## config.mk

```make
export PLATFORM = sky130hd
export DESIGN_NAME = fetch_queue
export DESIGN_NICKNAME = d
export VERILOG_FILES = /design/src/rtl/fetch_queue.sv
export SDC_FILE = /design/constraint.sdc
export NUM_CORES = 1
export LEC_CHECK = 0
export ABC_AREA = 1
export ABC_CLOCK_PERIOD_IN_PS = 11400
export CAP_MARGIN = 20
export CORE_MARGIN = 4
export CORE_UTILIZATION = 35
export CTS_CLUSTER_SIZE = 10
export DETAILED_ROUTE_END_ITERATION = 12
export GPL_TIMING_DRIVEN = 1
export SKIP_LAST_GASP = 1
export SLEW_MARGIN = 10
export SYNTH_ARGS = -nofsm -noshare
export SYNTH_HDL_FRONTEND = slang
export SYNTH_SLANG_ARGS = --single-unit
```

## constraint.sdc

```tcl
create_clock -name clk_i -period 11.4 [get_ports clk_i]
set_input_delay 2.28 -clock clk_i [delete_from_list [all_inputs] [get_ports clk_i]]
set_output_delay 2.28 -clock clk_i [all_outputs]
set_load 0.02 [all_outputs]
```

## src/rtl/fetch_queue.sv

```systemverilog
// rtl/fetch_queue.sv - instruction fetch front end: request issue, PC-tagged in-order queue, redirect flush
module fetch_queue #(
  parameter int ADDR_WIDTH  = 32,
  parameter int INSTR_WIDTH = 32,
  parameter int DEPTH       = 4,
  parameter logic [ADDR_WIDTH-1:0] RESET_PC = '0
) (
  input  logic                   clk_i,
  input  logic                   rst_i,
  output logic                   mem_req_o,
  output logic [ADDR_WIDTH-1:0]  mem_addr_o,
  input  logic                   mem_gnt_i,
  input  logic                   mem_rvalid_i,
  input  logic [INSTR_WIDTH-1:0] mem_rdata_i,
  input  logic                   redirect_i,
  input  logic [ADDR_WIDTH-1:0]  redirect_pc_i,
  output logic                   instr_valid_o,
  input  logic                   instr_ready_i,
  output logic [INSTR_WIDTH-1:0] instr_o,
  output logic [ADDR_WIDTH-1:0]  pc_o,
  output logic [ADDR_WIDTH-1:0]  pc_plus4_o
);

  localparam int PTR_W = (DEPTH > 1) ? $clog2(DEPTH) : 1;
  localparam int CNT_W = PTR_W + 1;
  localparam logic [CNT_W:0] DEPTH_C = (CNT_W + 1)'(DEPTH);
  localparam logic [INSTR_WIDTH-1:0] NOP = INSTR_WIDTH'(32'h0000_0013);

  logic [ADDR_WIDTH-1:0]  fetchPc, respPc, redirectAligned;
  logic [CNT_W-1:0]       count, outstanding, discard;
  logic [CNT_W-1:0]       countNext, outstandingNext;
  logic [PTR_W-1:0]       rdPtr, wrPtr;
  logic [CNT_W:0]         inFlight;
  logic                   granted, respTaken, pushEn, popEn, headValid;

  logic [INSTR_WIDTH-1:0] instrMem [DEPTH];
  logic [ADDR_WIDTH-1:0]  pcMem    [DEPTH];

  assign redirectAligned = redirect_pc_i & ~ADDR_WIDTH'(3);
  assign inFlight        = {1'b0, count} + {1'b0, outstanding};

  // Gated by rst_i so the request drops the instant reset asserts.
  assign mem_req_o  = rst_i && !redirect_i && (inFlight < DEPTH_C);
  assign mem_addr_o = fetchPc;
  assign granted    = mem_req_o && mem_gnt_i;

  assign respTaken  = mem_rvalid_i && (outstanding != '0);
  assign pushEn     = respTaken && (discard == '0) && !redirect_i;
  assign headValid  = (count != '0);
  assign popEn      = headValid && instr_ready_i && !redirect_i;

  assign instr_valid_o = headValid;
  assign instr_o       = headValid ? instrMem[rdPtr] : NOP;
  assign pc_o          = headValid ? pcMem[rdPtr] : '0;
  assign pc_plus4_o    = pc_o + ADDR_WIDTH'(4);

  always_comb begin
    outstandingNext = outstanding + CNT_W'(granted) - CNT_W'(respTaken);
    countNext       = count + CNT_W'(pushEn) - CNT_W'(popEn);
    if (redirect_i) begin
      countNext = '0;
    end
  end

  always_ff @(posedge clk_i or negedge rst_i) begin
    if (!rst_i) begin
      fetchPc     <= RESET_PC;
      respPc      <= RESET_PC;
      count       <= '0;
      outstanding <= '0;
      discard     <= '0;
      rdPtr       <= '0;
      wrPtr       <= '0;
    end else begin
      outstanding <= outstandingNext;
      count       <= countNext;
      if (redirect_i) begin
        // Everything still in flight belongs to the old path, including earlier discards.
        fetchPc <= redirectAligned;
        respPc  <= redirectAligned;
        discard <= outstandingNext;
        rdPtr   <= '0;
        wrPtr   <= '0;
      end else begin
        if (granted) begin
          fetchPc <= fetchPc + ADDR_WIDTH'(4);
        end
        if (pushEn) begin
          respPc <= respPc + ADDR_WIDTH'(4);
          wrPtr  <= wrPtr + PTR_W'(1);
        end
        if (popEn) begin
          rdPtr <= rdPtr + PTR_W'(1);
        end
        if (respTaken && (discard != '0)) begin
          discard <= discard - CNT_W'(1);
        end
      end
    end
  end

  always_ff @(posedge clk_i) begin
    if (pushEn) begin
      instrMem[wrPtr] <= mem_rdata_i;
      pcMem[wrPtr]    <= respPc;
    end
  end

endmodule

```

==> results of run 1 <==
[synth_stat cells (3+ instances only)]
cell type  count  area, um^2
o21ai_0       93         465
ha_1          15         188
nor2_1       255         957
buf_2         19        95.1
inv_2          6        22.5
nor2_4         4        45.0
o311ai_0       4        35.0
clkbuf_1      18        67.6
nand2_2        5        31.3
nand2_1      401        1510
nand3b_1       3        22.5
buf_1          8        30.0
inv_1        126         473
nor3_1        20         100
xor2_1        34         298
a31oi_1        7        43.8
o211ai_1      19         143
o21ai_1        3        15.0
nand3_2       11         110
nor2_2        17         106
or2_2          5        31.3
a21oi_1       41         205
nand4_1       26         163
edfxtp_1     248        7450
buf_4         17         128
dfrtp_1       73        1830
nand3_1      150         751
buf_6          7        78.8
xnor2_1        7        61.3
[layout make-up]
cell class / instances / area (um^2)
fillers: 4212 / 25100
flip-flops and latches: 321 / 9280
multi-input cells: 1142 / 5490
repair buffers: 201 / 1980
clock buffers: 61 / 1070
well taps: 592 / 741
inverters: 135 / 517
clock inverters: 6 / 66.3
[final timing paths]
kind | start | endpoint | slack (ns) | depth (start not counted)
max in group asynchronous | rst_i | rdPtr[0]$_DFFE_PN0P_ | 8.68 | 2
hold reg to reg | mem_addr_o[18]$_DFFE_PN0N_ | mem_addr_o[18]$_DFFE_PN0N_ | 0.57 | 2
setup reg to reg | count[1]$_DFF_PN0_ | discard[2]$_DFFE_PN0P_ | 8.00 | 15
setup / recovery | rdPtr[0]$_DFFE_PN0P_ | pc_plus4_o[12] | 4.31 | 12
min in group asynchronous | rst_i | mem_addr_o[23]$_DFFE_PN0N_ | 1.61 | 1
hold / removal | mem_addr_o[18]$_DFFE_PN0N_ | mem_addr_o[18]$_DFFE_PN0N_ | 0.57 | 2
[worst max-delay path, stage by stage, from the launching register on]
cell and delay [ns]:
dfrtp_4 0.87, buf_4 0.76, o21ai_0 0.24, o21ai_2 0.28, nand2_1 0.10, inv_1 0.10
ha_1 0.30, nand3_1 0.16, nor2_4 0.21, nand2_2 0.14, nor2_2 0.22, xor2_1 0.20
clkdlybuf4s50_1 0.66
[kinds of logic (layout without fill, tap and decap cells)]
group           after synthesis  count (layout)  synth area share, %
buf+inv                     204             403                 5.85
other cells                   1               6               0.0240
flops                       321             321                 59.4
compound gates              174             174                 6.17
simple gates                904             904                 24.8
fa+ha+maj                    17              17                 1.46
xor+xnor                     41              41                 2.30
[cells in the final DEF (no fill, tap or decap), types with 4 or more instances in the layout]
| cell | synthesis | final |
|---|---|---|
| buf_4 | 17 | 11 |
| a31oi_1 | 7 | 7 |
| nor2_1 | 255 | 251 |
| o311ai_0 | 4 | 4 |
| nand4_1 | 26 | 26 |
| nand3_1 | 150 | 150 |
| ha_1 | 15 | 15 |
| clkdlybuf4s50_1 | 0 | 190 |
| o21ai_0 | 93 | 93 |
| clkinv_2 | 1 | 4 |
| clkbuf_16 | 0 | 39 |
| xor2_1 | 34 | 34 |
| clkbuf_1 | 18 | 21 |
| edfxtp_1 | 248 | 248 |
| xnor2_1 | 7 | 7 |
| nor2_2 | 17 | 17 |
| nand2_1 | 401 | 401 |
| dfrtp_1 | 73 | 71 |
| or2_2 | 5 | 5 |
| a21oi_1 | 41 | 41 |
| nand2_2 | 5 | 5 |
| inv_2 | 6 | 5 |
| nor3_1 | 20 | 20 |
| o211ai_1 | 19 | 19 |
| nor2_4 | 4 | 8 |
| inv_1 | 126 | 126 |
| conb_1 | 1 | 6 |
| nand3_2 | 11 | 11 |
[report_power, final]
part | switching [mW] | total (mW) | internal [mW]
clock network | 0.462 | 1.13 | 0.665
registers | 0.129 | 1.49 | 1.36
logic | 1.08 | 1.70 | 0.621
[through the flow]
step                      worst slack (ns)  total power [mW]  utilization [%]  hold slack [ns]
after floorplan                       5.54              2.47                -            0.496
after detailed placement              4.51              3.22             40.7            0.559
after global routing                  3.95              4.57             43.3            0.601
after global placement                4.53              3.20             40.7            0.555
after CTS                             4.23              4.36             43.3            0.575
final                                 4.31              4.32             43.3            0.575
[layer usage]
layer  vias to the layer above  wire [um]
met5                         -          0
met4                         0        870
met3                        58       3140
met2                       404      19500
met1                      5880      20600
li1                       5923          -
[registers in the layout, indices dropped and copies added (netlist names)]
register     flops
discard          3
count            3
respPc          30
instrMem       128
outstanding      3
pcMem          120
wrPtr            2
mem_addr_o      30
rdPtr            2
==> flow_summary_export.csv, run 1 <==
group,metric,value,unit
outcome,status,"finished clean",
detailed_routing,drt-initial-drc-count,972,
global_routing,grt_pass1_wl,68.0,mm
logic_synthesis,ys_types,44,
flow_run,cap_violations,0,
clock_network,cts-root-buf,"clkbuf_16",
detailed_routing,drt_pass1_iterations,6,
logic_synthesis,async_reset_ff_share,22.7,%
logic_synthesis,syn_avg_cell_area,9.40,um^2
clock_network,postCtsHoldBufs,0,
global_routing,grt_pass1_vias,11849,
critical_path,critPathArrivalTime,4.81,ns
global_routing,grt_antenna_before_repair,0,
critical_path,crit_type,"reg -> out",
detailed_routing,vias_per_cell,4.99,
place,placed_cells,2391,
clock_network,clkLatencyLatePin,0.55,ns
logic_synthesis,synth-seq-cells,321,
floorplan,die_w,219,um
floorplan,ios,200,
layout,drive_gt1_share,6.22,%
global_routing,grt_max_degree,128,
place,post-dp-hpwl,28.1,mm
clock_network,tritoncts,"done",
clock_network,cts_sinks,321,
critical_path,crit_path_end_kind,"output pin",
global_routing,overflow,0,
sta,fin_crit,7.09,ns
sta,hold_violations,0,
clock_network,cts_made_buffers,39,
floorplan,core_area,44200,um^2
clock_network,htree_levels,2,
critical_path,cp_data_required_time,9.12,ns
floorplan,start_util,35.3,%
sta,fin_crit_sh,62.2,%
layout,syn_to_final_growth,22.5,%
floorplan,die_h,219,um
power,cellPowerDensity,226,nW/um^2
global_routing,grt_use_total,18.1,%
place,place_area,18000,um^2
logic_synthesis,syn_area,15600,um^2
clock_network,cts-resized-gates,0,
sta,maxSlewViolCount,0,
critical_path,startpoint_type,"flip-flop",
floorplan,core.rowCount,77,
layout,finalNetCount,1927,
clock_network,clk_pin_slew_worst_paths,0.06,ns
layout,n_antenna_cell,0,
detailed_routing,via_count,12265,
clock_network,clockBufferDepth,3,
sta,relSlewSlack,31.7,%
global_routing,met1_usage,25.7,%
logic_synthesis,postSynthCellCount,1662,
global_routing,grt.busiest_layer,"met2",
global_routing,grtUsageMet3,3.86,%
sta,rsz0062_at_grt,"false",
detailed_routing,drt_wl_total,44.1,mm
logic_synthesis,ys.flop_type,"edfxtp_1",
detailed_routing,route.detailed.drc,0,
logic_synthesis,synth_edf_count,248,
clock_network,post-cts-setup-buffer-count,0,
logic_synthesis,seq_area_frac_synth,59.4,%
sta,tightest_slew,1.02,ns
power,leakagePower,7.27,nW
critical_path,path_max_fanout,72,
place,portBuffers,191,
detailed_routing,final_antenna_net_count,0,
place,gp_congestion,0.906,
detailed_routing,wl_per_cell,17.9,um
global_routing,grt_use_met2,28.3,%
power,ir_worst_vdd,122,uV
sta,setup_tns,0,ns
layout,postLayoutCellArea,19100,um^2
layout,fin_cells,2458,
worst_hold_path,hold_class,"reg -> reg",
sta,clock.fmax,141,MHz
sta,setup_viol,0,
sta,clock_skew,0.00958,ns
logic_synthesis,ys.warnings.count,0,
floorplan,die-area,48100,um^2
(Power assumes the default switching activity.)
==> inputs of run 2 (changes only) <==
ABC_CLOCK_PERIOD_IN_PS = 6300   (was 11400)
clock period = 6.3 ns   (was 11.4 ns; I/O delays follow)
==> run 2 against run 1 <==
Compared with the run above:
- die area unchanged
- highest routed layer is now met5
- final cell count unchanged
- critical endpoint is now pc_plus4_o[28]
- total power increased by 81%
- global-route usage shrank 0.35 points
- routed wire length decreased by 1.2%
- hold slack improved by 0.0079 ns
- clock skew is 0.00050 ns higher
- sequential power is 80% higher
==> flow_summary_export.csv, run 2 (synthesis results as in run 1) <==
group,metric,value,unit
sta,tightest_slew,1.02,ns
floorplan,die_w,219,um
place,gp_congestion,0.900,
place,portBuffers,191,
power,ir_worst_vdd,181,uV
clock_network,cts-root-buf,"clkbuf_16",
clock_network,post-cts-setup-buffer-count,0,
layout,drive_gt1_share,6.43,%
worst_hold_path,min_from,"mem_addr_o[18]$_DFFE_PN0N_",
floorplan,core.rowCount,77,
sta,clock.fmax,177,MHz
global_routing,grt_antenna_before_repair,1,
floorplan,ios,200,
critical_path,critPathArrivalTime,4.38,ns
detailed_routing,route.detailed.drc,0,
clock_network,clkLatencyLatePin,0.53,ns
sta,setup_viol,0,
critical_path,reg2regPathDepth,15,
critical_path,path_max_fanout,127,
critical_path,crit_path_max_incr_delay,0.66,ns
critical_path,cp_slowest_cell,"clkdlybuf4s50_1",
floorplan,die_h,219,um
global_routing,grt_use_met2,28.4,%
layout,nFillCells,4179,
global_routing,grt_use_total,17.8,%
global_routing,overflow,0,
place,placed_cells,2394,
critical_path,cp_num_cells,14,
critical_path,reg2reg_to,"discard[2]$_DFFE_PN0P_",
layout,finalNetCount,1930,
clock_network,htree_levels,2,
worst_hold_path,worstHoldPathCells,2,
layout,top_regs,"instrMem: 128 flops, pcMem: 120 flops",
floorplan,start_util,35.3,%
critical_path,cp_data_required_time,5.04,ns
sta,clock_skew,0.0101,ns
power,cellPowerDensity,408,nW/um^2
sta,fin_crit,5.64,ns
layout,top_register,"instrMem",
sta,rsz0062_at_grt,"false",
global_routing,grt_pass1_wl,66.9,mm
global_routing,grt_pass1_vias,11922,
clock_network,cts_made_buffers,39,
flow_run,cap_violations,0,
worst_hold_path,hold_path_end,"mem_addr_o[18]$_DFFE_PN0N_",
sta,setup_tns,0,ns
place,post-dp-hpwl,28.4,mm
power,leakagePower,7.29,nW
sta,fin_crit_sh,89.5,%
critical_path,worstPathCellList,"inv_8 -> nand2_1 -> nand3_1 -> and2_1 -> inv_1 -> nor2_1 -> ha_1 -> nand3_1 -> nor2_4 -> nand2_2 -> nor2_2 -> nand4_1 -> nand2_1 -> clkdlybuf4s50_1",
clock_network,tritoncts,"done",
detailed_routing,drt_pass1_iterations,5,
sta,holdWs,0.583,ns
detailed_routing,wl_per_cell,17.7,um
detailed_routing,drt-initial-drc-count,937,
clock_network,clk_pin_slew_worst_paths,0.06,ns
floorplan,die-area,48100,um^2
sta,relSlewSlack,32.1,%
critical_path,startpoint_type,"flip-flop",
layout,n_antenna_cell,0,
critical_path,r2r_slack,2.82,ns
clock_network,cts-resized-gates,0,
detailed_routing,drt_wl_total,43.6,mm
global_routing,grt.busiest_layer,"met2",
sta,finalWorstSetupSlack,0.664,ns
critical_path,path_buf_inv,3,
critical_path,crit_path_end_kind,"output pin",
layout,fin_cells,2458,
global_routing,met1_usage,25.1,%
layout,layout.cells.most_common_list,"401 x nand2_1, 251 x nor2_1, 248 x edfxtp_1, 190 x clkdlybuf4s50_1, 150 x nand3_1",
sta,maxSlewViolCount,0,
layout,final_common_cell,"nand2_1",
detailed_routing,final_antenna_net_count,0,
floorplan,core_area,44200,um^2
detailed_routing,via_count,12175,
global_routing,grt_max_degree,128,
worst_hold_path,hold_class,"reg -> reg",
critical_path,crit_type,"reg -> out",
clock_network,postCtsHoldBufs,0,
global_routing,grtUsageMet3,3.48,%
place,post-place-ws,1.22,ns
clock_network,clockBufferDepth,3,
layout,largest_reg_flops,128,
detailed_routing,vias_per_cell,4.95,
sta,hold_violations,0,
outcome,status,"finished clean",
critical_path,timing.rr.start,"count[1]$_DFF_PN0_",
critical_path,path_delay_family,"simple AND/OR/NAND/NOR gates",
layout,syn_to_final_growth,22.7,%
clock_network,cts_sinks,321,
layout,fin_util,43.4,%
## run 2: cell count changes in the layout (fill, tap and decap cells not counted)
cell and change:
inv_2 +1, clkinv_2 -3, clkbuf_1 -5, buf_4 +3
clkbuf_8 +3, clkinv_1 +1
## run 2: where the power goes
group	switching [mW]	internal, mW	total [mW]
clock network	0.823	1.23	2.05
logic	1.97	1.13	3.10
registers	0.214	2.47	2.68
## run 2: layout make-up
cell class                 instances  area [um^2]  share of cell area [%]
sequential                       321         9280                    48.4
multi-input combinational       1142         5490                    28.6
timing repair buffer             204         2010                    10.5
clock buffer                      59         1090                    5.69
tap                              592          741                    3.86
inverter                         135          515                    2.69
clock inverter                     5         60.1                   0.313
## run 2: how the worst max path moves through the flow
stage / startpoint / to / slack [ns]
6_report: rdPtr[0]$_DFFE_PN0P_ / pc_plus4_o[28] / 0.66
5_1_grt: rdPtr[0]$_DFFE_PN0P_ / pc_plus4_o[28] / 0.44
4_1_cts: rdPtr[0]$_DFFE_PN0P_ / pc_plus4_o[28] / 0.63
3_5_place_dp: rdPtr[0]$_DFFE_PN0P_ / pc_plus4_o[28] / 1.22
3_3_place_gp: rdPtr[0]$_DFFE_PN0P_ / pc_plus4_o[28] / 1.27
2_1_floorplan: mem_rvalid_i / instrMem[0][0]$_DFFE_PP_ / 1.46
## run 2: per-layer routing
metal  part of all wire [%]  routed length [um]
met5                  0.025                  11
met2                     45               19600
met3                    7.0                3030
met4                    1.6                 696
met1                     46               20200
## run 2: worst register-to-register path: cells and delay by family, from the launching register on
family / cells / cell delay [ns]
AO/OA/AOI/OAI: 2 / 0.20
XOR/XNOR: 2 / 0.35
adder cells (fa/ha/maj): 4 / 1.24
buffers and inverters: 3 / 0.18
flip-flops: 1 / 0.44
AND/OR/NAND/NOR: 4 / 0.93
## run 2: stage by stage
step                cell area [um^2]  power [mW]
finish                         19200        7.83
floorplan                      15600        4.47
detailed placement             18000        5.83
CTS                            19200        7.90
global placement               18000        5.79
global route                   19200        8.26
